`config.mk`:
```
export PLATFORM = sky130hd
export DESIGN_NAME = vga_sync_gen_flat
export DESIGN_NICKNAME = d
export VERILOG_FILES = /design/src/rtl/vga_timing_pkg.sv /design/src/rtl/vga_sync_gen_if.sv /design/src/rtl/vga_pixel_div.sv /design/src/rtl/vga_sync_gen.sv /design/src/flat_wrapper.sv
export SDC_FILE = /design/constraint.sdc
export NUM_CORES = 1
export LEC_CHECK = 0
export CORE_MARGIN = 2
export CORE_UTILIZATION = 45
export CTS_CLUSTER_DIAMETER = 40
export DETAILED_ROUTE_END_ITERATION = 12
export GPL_TIMING_DRIVEN = 0
export MAX_ROUTING_LAYER = met4
export PLACE_DENSITY = 0.69
export SLEW_MARGIN = 20
export SYNTH_ARGS = -nofsm -noshare
export SYNTH_HDL_FRONTEND = slang
export SYNTH_SLANG_ARGS = --single-unit
```
`constraint.sdc`:
```
create_clock -name clk -period 3.24 [get_ports clk]
set_clock_uncertainty 0.1 [all_clocks]
set_input_delay 0.648 -clock clk [delete_from_list [all_inputs] [get_ports clk]]
set_output_delay 0.648 -clock clk [all_outputs]
set_load 0.02 [all_outputs]
```
`src/rtl/vga_timing_pkg.sv`:
```
// Shared VGA timing definitions: 640x480@60 Hz constants, derived totals and
// the coordinate type used by the sync generator and the object renderers.
package vga_timing_pkg;

    localparam int COORD_W = 10;

    localparam int DEF_CLK_DIV   = 2;
    localparam int DEF_H_DISPLAY = 640;
    localparam int DEF_H_FRONT   = 16;
    localparam int DEF_H_SYNC    = 96;
    localparam int DEF_H_BACK    = 48;
    localparam int DEF_V_DISPLAY = 480;
    localparam int DEF_V_FRONT   = 10;
    localparam int DEF_V_SYNC    = 2;
    localparam int DEF_V_BACK    = 33;

    localparam int DEF_H_TOTAL = DEF_H_DISPLAY + DEF_H_FRONT + DEF_H_SYNC + DEF_H_BACK;
    localparam int DEF_V_TOTAL = DEF_V_DISPLAY + DEF_V_FRONT + DEF_V_SYNC + DEF_V_BACK;

    typedef logic [COORD_W-1:0] coord_t;

    // Inclusive range test used for the sync pulse decode.
    function automatic logic in_span(coord_t pos, coord_t lo, coord_t hi);
        return (pos >= lo) && (pos <= hi);
    endfunction

endpackage

```
`src/rtl/vga_sync_gen_if.sv`:
```
// Scan position and sync/blank bundle published by vga_sync_gen.
interface vga_sync_gen_if;
    import vga_timing_pkg::*;

    logic   pixel_tick;
    coord_t HCount;
    coord_t VCount;
    logic   hsync;
    logic   vsync;
    logic   video_on;
    logic   frame_start;

    modport master (
        output pixel_tick, HCount, VCount, hsync, vsync, video_on, frame_start
    );

    modport slave (
        input pixel_tick, HCount, VCount, hsync, vsync, video_on, frame_start
    );

endinterface

```
`src/rtl/vga_pixel_div.sv`:
```
// Board-clock to pixel divider. adv_o is the combinational "advance this
// edge" strobe for the scan counters; pixel_tick_o is its registered copy,
// so it rises on the same edge the counters move.
module vga_pixel_div #(
    parameter int CLK_DIV = 2
) (
    input  logic clk,
    input  logic rst_n,
    output logic adv_o,
    output logic pixel_tick_o
);

    localparam int DIV_W = (CLK_DIV > 1) ? $clog2(CLK_DIV) : 1;
    localparam logic [DIV_W-1:0] DIV_LAST = DIV_W'(CLK_DIV - 1);

    logic [DIV_W-1:0] div_q;
    logic [DIV_W-1:0] div_d;
    logic             tick_q;

    // Next divider value: wrap after the last board clock of a pixel.
    always_comb begin
        adv_o = (div_q == DIV_LAST);
        div_d = adv_o ? '0 : div_q + DIV_W'(1);
    end

    // Divider state and registered tick.
    always_ff @(posedge clk) begin
        if (!rst_n) begin
            div_q  <= '0;
            tick_q <= 1'b0;
        end else begin
            div_q  <= div_d;
            tick_q <= adv_o;
        end
    end

    assign pixel_tick_o = tick_q;

endmodule

```
`src/rtl/vga_sync_gen.sv`:
```
// VGA scan/sync generator: pixel divider, H/V scan counters, active-low
// hsync/vsync, video_on blanking and a frame_start pulse.
// Optional macro VGA_SYNC_PIPE_EN adds a pixel-tick-enabled register stage on
// hsync/vsync/video_on so they lag the counters by one pixel.
module vga_sync_gen
    import vga_timing_pkg::*;
#(
    parameter int CLK_DIV   = DEF_CLK_DIV,
    parameter int H_DISPLAY = DEF_H_DISPLAY,
    parameter int H_FRONT   = DEF_H_FRONT,
    parameter int H_SYNC    = DEF_H_SYNC,
    parameter int H_BACK    = DEF_H_BACK,
    parameter int V_DISPLAY = DEF_V_DISPLAY,
    parameter int V_FRONT   = DEF_V_FRONT,
    parameter int V_SYNC    = DEF_V_SYNC,
    parameter int V_BACK    = DEF_V_BACK
) (
    input  logic           clk,
    input  logic           rst_n,
    vga_sync_gen_if.master vga
);

    localparam int H_TOTAL = H_DISPLAY + H_FRONT + H_SYNC + H_BACK;
    localparam int V_TOTAL = V_DISPLAY + V_FRONT + V_SYNC + V_BACK;

    localparam coord_t H_LAST = COORD_W'(H_TOTAL - 1);
    localparam coord_t V_LAST = COORD_W'(V_TOTAL - 1);
    localparam coord_t H_VIS  = COORD_W'(H_DISPLAY);
    localparam coord_t V_VIS  = COORD_W'(V_DISPLAY);
    localparam coord_t HS_LO  = COORD_W'(H_DISPLAY + H_FRONT);
    localparam coord_t HS_HI  = COORD_W'(H_DISPLAY + H_FRONT + H_SYNC - 1);
    localparam coord_t VS_LO  = COORD_W'(V_DISPLAY + V_FRONT);
    localparam coord_t VS_HI  = COORD_W'(V_DISPLAY + V_FRONT + V_SYNC - 1);

    logic   adv;
    logic   pixel_tick;
    coord_t h_q, h_d;
    coord_t v_q, v_d;
    logic   hsync_q, hsync_d;
    logic   vsync_q, vsync_d;
    logic   video_q, video_d;
    logic   frame_q, frame_d;

    vga_pixel_div #(
        .CLK_DIV (CLK_DIV)
    ) u_div (
        .clk          (clk),
        .rst_n        (rst_n),
        .adv_o        (adv),
        .pixel_tick_o (pixel_tick)
    );

    // Next scan position and the sync/blank decode of that position, so the
    // registered outputs always match the counters shown in the same cycle.
    always_comb begin
        h_d     = h_q;
        v_d     = v_q;
        frame_d = 1'b0;
        if (adv) begin
            if (h_q == H_LAST) begin
                h_d = '0;
                if (v_q == V_LAST) begin
                    v_d     = '0;
                    frame_d = 1'b1;
                end else begin
                    v_d = v_q + COORD_W'(1);
                end
            end else begin
                h_d = h_q + COORD_W'(1);
            end
        end
        hsync_d = !in_span(h_d, HS_LO, HS_HI);
        vsync_d = !in_span(v_d, VS_LO, VS_HI);
        video_d = (h_d < H_VIS) && (v_d < V_VIS);
    end

    // Scan counters and registered sync/blank/frame outputs.
    always_ff @(posedge clk) begin
        if (!rst_n) begin
            h_q     <= '0;
            v_q     <= '0;
            hsync_q <= 1'b1;
            vsync_q <= 1'b1;
            video_q <= 1'b0;
            frame_q <= 1'b0;
        end else begin
            h_q     <= h_d;
            v_q     <= v_d;
            hsync_q <= hsync_d;
            vsync_q <= vsync_d;
            video_q <= video_d;
            frame_q <= frame_d;
        end
    end

`ifdef VGA_SYNC_PIPE_EN
    logic hsync_p_q;
    logic vsync_p_q;
    logic video_p_q;

    // One-pixel delay stage for alignment with a registered RGB mux.
    always_ff @(posedge clk) begin
        if (!rst_n) begin
            hsync_p_q <= 1'b1;
            vsync_p_q <= 1'b1;
            video_p_q <= 1'b0;
        end else if (adv) begin
            hsync_p_q <= hsync_q;
            vsync_p_q <= vsync_q;
            video_p_q <= video_q;
        end
    end

    assign vga.hsync    = hsync_p_q;
    assign vga.vsync    = vsync_p_q;
    assign vga.video_on = video_p_q;
`else
    assign vga.hsync    = hsync_q;
    assign vga.vsync    = vsync_q;
    assign vga.video_on = video_q;
`endif

    assign vga.pixel_tick  = pixel_tick;
    assign vga.HCount      = h_q;
    assign vga.VCount      = v_q;
    assign vga.frame_start = frame_q;

endmodule

```
`src/flat_wrapper.sv`:
```
// flat-port wrapper written by rule: the top's interface ports become plain ports
module vga_sync_gen_flat import vga_timing_pkg::*;
#(
    parameter int CLK_DIV   = DEF_CLK_DIV,
    parameter int H_DISPLAY = DEF_H_DISPLAY,
    parameter int H_FRONT   = DEF_H_FRONT,
    parameter int H_SYNC    = DEF_H_SYNC,
    parameter int H_BACK    = DEF_H_BACK,
    parameter int V_DISPLAY = DEF_V_DISPLAY,
    parameter int V_FRONT   = DEF_V_FRONT,
    parameter int V_SYNC    = DEF_V_SYNC,
    parameter int V_BACK    = DEF_V_BACK
)
  (clk, rst_n, vga_pixel_tick, vga_HCount, vga_VCount, vga_hsync, vga_vsync, vga_video_on, vga_frame_start);
  vga_sync_gen_if vga_i ();
  input  logic clk;
  input  logic rst_n;
  output wire logic [$bits(vga_i.pixel_tick)-1:0] vga_pixel_tick;
  output wire logic [$bits(vga_i.HCount)-1:0] vga_HCount;
  output wire logic [$bits(vga_i.VCount)-1:0] vga_VCount;
  output wire logic [$bits(vga_i.hsync)-1:0] vga_hsync;
  output wire logic [$bits(vga_i.vsync)-1:0] vga_vsync;
  output wire logic [$bits(vga_i.video_on)-1:0] vga_video_on;
  output wire logic [$bits(vga_i.frame_start)-1:0] vga_frame_start;
  assign vga_pixel_tick = vga_i.pixel_tick;
  assign vga_HCount = vga_i.HCount;
  assign vga_VCount = vga_i.VCount;
  assign vga_hsync = vga_i.hsync;
  assign vga_vsync = vga_i.vsync;
  assign vga_video_on = vga_i.video_on;
  assign vga_frame_start = vga_i.frame_start;
  vga_sync_gen #(.CLK_DIV(CLK_DIV), .H_DISPLAY(H_DISPLAY), .H_FRONT(H_FRONT), .H_SYNC(H_SYNC), .H_BACK(H_BACK), .V_DISPLAY(V_DISPLAY), .V_FRONT(V_FRONT), .V_SYNC(V_SYNC), .V_BACK(V_BACK)) u_core (.clk(clk), .rst_n(rst_n), .vga(vga_i));
endmodule
```
==> metrics.md <==
| Metric | Value |
|---|---|
| Worst-path clk slew | 140 ps |
| CP max FO | 10 |
| Final layout net count | 228 |
| Leak Pwr | around 0.66 nW |
| CTS sink count | 26 |
| Share of cells above drive strength 1 | between 10% and 20% |
| P&R area growth vs syn | 21.2% |
| Reg2Reg Setup Slack | 820 ps |
| Post-synth top flop | dfxtp_1 |
| Post-CTS resize count | 0 |
| CTS H-tree depth | 1 |
| Setup crit start kind | register |
| Total track usage | 21.5% |
| RSZ-0062 raised after global routing | false |
| Finished Layout Cells | 267 |
| Syn Nets | just under 200 |
| Drt pass-1 iters | 4 |
| Synth warn | 0 |
| Initial Utilization | 47.4% |
| Minimum clock period | approximately 2400 ps |
| Average size of a mapped cell | between 8 and 9 um^2 |
| DRC Markers | 0 |
| Fin crit share | 74.8% |
| FP Rows | 21 |
| CTS Root Buffer Type | clkbuf_4 |
| Peak supply drop | approximately 190 uV |
| Number of enable flip-flop cells after synthesis | 0 |
| Endpoints failing hold | 0 |
| #FFs+latches synth | 26 |
| WHS Endpoint | u_core.vga.VCount[6]$_SDFF_PN0_ |
| R2r worst-path depth | 7 |
| Critical setup path kind | reg -> reg |
| Setup_tns | 0 ps |
| Routability-driven placement congestion ratio | roughly 0.9 |
| Antenna Cells | 0 |
| Initial DRC count | 109 |
| Final ANT Viol Nets | 0 |
| GR Util met1 | about 29% |
| Number of max-cap violations | 0 |
| Hold Crit Depth | 2 |
| Gr busiest metal | met2 |
| Register Area | roughly 520 um^2 |
| GR Overflow Total | 0 |
| CTS tree | done |
| Status | finished, final reports clean |
| Yosys cell types | 51 |
| Req. time, crit path | 3330 ps |
| Max Clk Rate | between 400 and 500 MHz |
| Clk_lat worst skew | around 330 ps |
| Multi-input logic area | ~990 um^2 |
| Routed wire length | about 4000 um |
| Design area | between 1500 and 2000 um^2 |
| Worst Tran Pin Value | between 400 and 500 ps |
| Post-Syn Area | between 1500 and 2000 um^2 |
| Port-buffer cells | 26 |
| Post-synth ARST share | 0% |
| Pwr/cell area | approximately 260 nW/um^2 |
| Min-delay worst type | reg -> reg |
| Die width | 63.8 um |
| Post-CTS Hold Fix Bufs | 0 |
| Initial antenna violation count | 0 |
| WP data arrival | ~2500 ps |
| Largest net degree at the start of global routing | 14 |
| Synth Instances | roughly 190 |
| # setup viols final | 0 |
| FF-to-FF End | u_core.vga.vsync$_SDFF_PN1_ |
| Area after DPL | 1920 um^2 |
| CTS buffer count | 3 |
| Num ports | 27 |
| Vias in the first global route | approximately 1500 |
| Hpwl dp | between 2000 and 3000 um |
| Via count | between 1500 and 2000 |
| Slew headroom | 70.0% |
| Area of the core | between 3000 and 4000 um^2 |
| Met2 usage | between 30% and 40% |
| Drt wl/cell | ~15 um |
| Max Slew Vio Count | 0 |
| Placed cell count | between 200 and 300 |
| Most frequent cells in the layout | clkdlybuf4s50_1, dfxtp_1, nand2_1 |
| Global-route wire length before repair | around 7000 um |
| Layout fillers | between 300 and 400 |
| Hold path startpoint | u_core.vga.VCount[6]$_SDFF_PN0_ |
| Sequential fraction of the synthesis area | roughly 32% |
| Reg-to-Reg Start | u_core.vga.HCount[0]$_SDFF_PN0_ |
| Total power | 0.497 mW |
| Setup bufs post-CTS | 0 |
| Clock buffer depth | 2 |
| Worst Setup End Kind | register |
| Die Area | 4060 um^2 |
| Post-DR vias/cell | between 5 and 6 |
| Die H | 63.8 um |
| WHS | around 470 ps |
| GR Layer Usage met3 | approximately 3.7% |
synth_stat cells (2+ instances only):
library cell	number	area (um^2)
o211ai_1	2	15.0
a21boi_1	2	15.0
nand3_1	9	45.0
inv_1	5	18.8
o21ai_1	3	15.0
nor3_1	7	35.0
buf_4	3	22.5
nor4_1	2	12.5
and2_1	8	50.1
buf_2	6	30.0
and3_1	4	25.0
nand2_1	15	56.3
or4_1	2	15.0
nand4_1	8	50.1
nand2b_1	3	18.8
a31oi_1	5	31.3
nor2b_1	9	56.3
clkbuf_1	4	15.0
nor2_1	13	48.8
nand3b_1	2	15.0
ha_1	3	37.5
xor2_1	5	43.8
dfxtp_1	26	521
a21boi_0	2	15.0
xnor2_1	7	61.3
o31ai_1	3	22.5
a21oi_1	8	40.0
o21ai_0	3	15.0
sequential cells by signal (all words and copies together), names as in the netlist:
register	cells
u_core.u_div.adv_o	1
u_core.vga.hsync	1
u_core.vga.vsync	1
u_core.vga.frame_start	1
u_core.vga.HCount	10
u_core.u_div.pixel_tick_o	1
u_core.vga.video_on	1
u_core.vga.VCount	10
critical path, stage by stage, from the launching register on:
cell and delay, ps:
dfxtp_1 470, ha_1 180, buf_2 210, and3_1 300, nand3_2 160, or4_1 550
o31ai_1 140, nand4_1 170
where the power goes:
| group | switching (mW) | internal, mW |
|---|---|---|
| clock network | 0.0959 | 0.0437 |
| registers | 0.00395 | 0.324 |
| logic | 0.0161 | 0.0132 |
| total | 0.116 | 0.381 |
cell type report:
| cell class | instances | share of cell area [%] |
|---|---|---|
| Buffer | 14 | 4.05 |
| Clock buffer | 3 | 1.16 |
| Inverter | 5 | 0.964 |
| Multi-Input combinational cell | 147 | 50.8 |
| Sequential cell | 26 | 26.7 |
| Tap cell | 46 | 2.96 |
| Timing Repair Buffer | 26 | 13.4 |
worst max path at each step:
stage	startpoint	depth (start not counted)	end	slack [ps]
after CTS	u_core.vga.HCount[0]$_SDFF_PN0_	7	u_core.vga.vsync$_SDFF_PN1_	820
after global routing	u_core.vga.HCount[0]$_SDFF_PN0_	7	u_core.vga.vsync$_SDFF_PN1_	670
after floorplan	u_core.vga.HCount[0]$_SDFF_PN0_	7	u_core.vga.video_on$_SDFF_PN0_	1050
final	u_core.vga.HCount[0]$_SDFF_PN0_	7	u_core.vga.vsync$_SDFF_PN1_	820
after global placement	u_core.vga.HCount[0]$_SDFF_PN0_	7	u_core.vga.vsync$_SDFF_PN1_	920
after detailed placement	u_core.vga.HCount[0]$_SDFF_PN0_	7	u_core.vga.vsync$_SDFF_PN1_	850
metal layers:
metal | vias to the layer above | wire length [um] | share of wire (%)
met3 | 5 | 173 | 4.4
met4 | 0 | 50 | 1.3
met5 | - | 0 | 0
li1 | 749 | - | -
met1 | 713 | 1920 | 49
met2 | 40 | 1750 | 45
cell families (layout without fill, tap and decap cells):
family / count (synthesis) / after routing / synth area share (%)
compound gates: 37 / 37 / 16.3
xor+xnor: 12 / 12 / 6.54
fa+ha+maj: 3 / 3 / 2.34
buf+inv: 19 / 48 / 6.07
flops: 26 / 26 / 32.4
mux: 1 / 1 / 0.623
simple gates: 94 / 94 / 35.7
through the flow:
step                setup WS (ps)  utilization [%]
floorplan                    1050                -
global placement              923             56.8
detailed placement            847             56.8
CTS                           822             57.4
global route                  671             57.4
finish                        817             57.4
No activity file was read; power rests on OpenSTA's default activity.
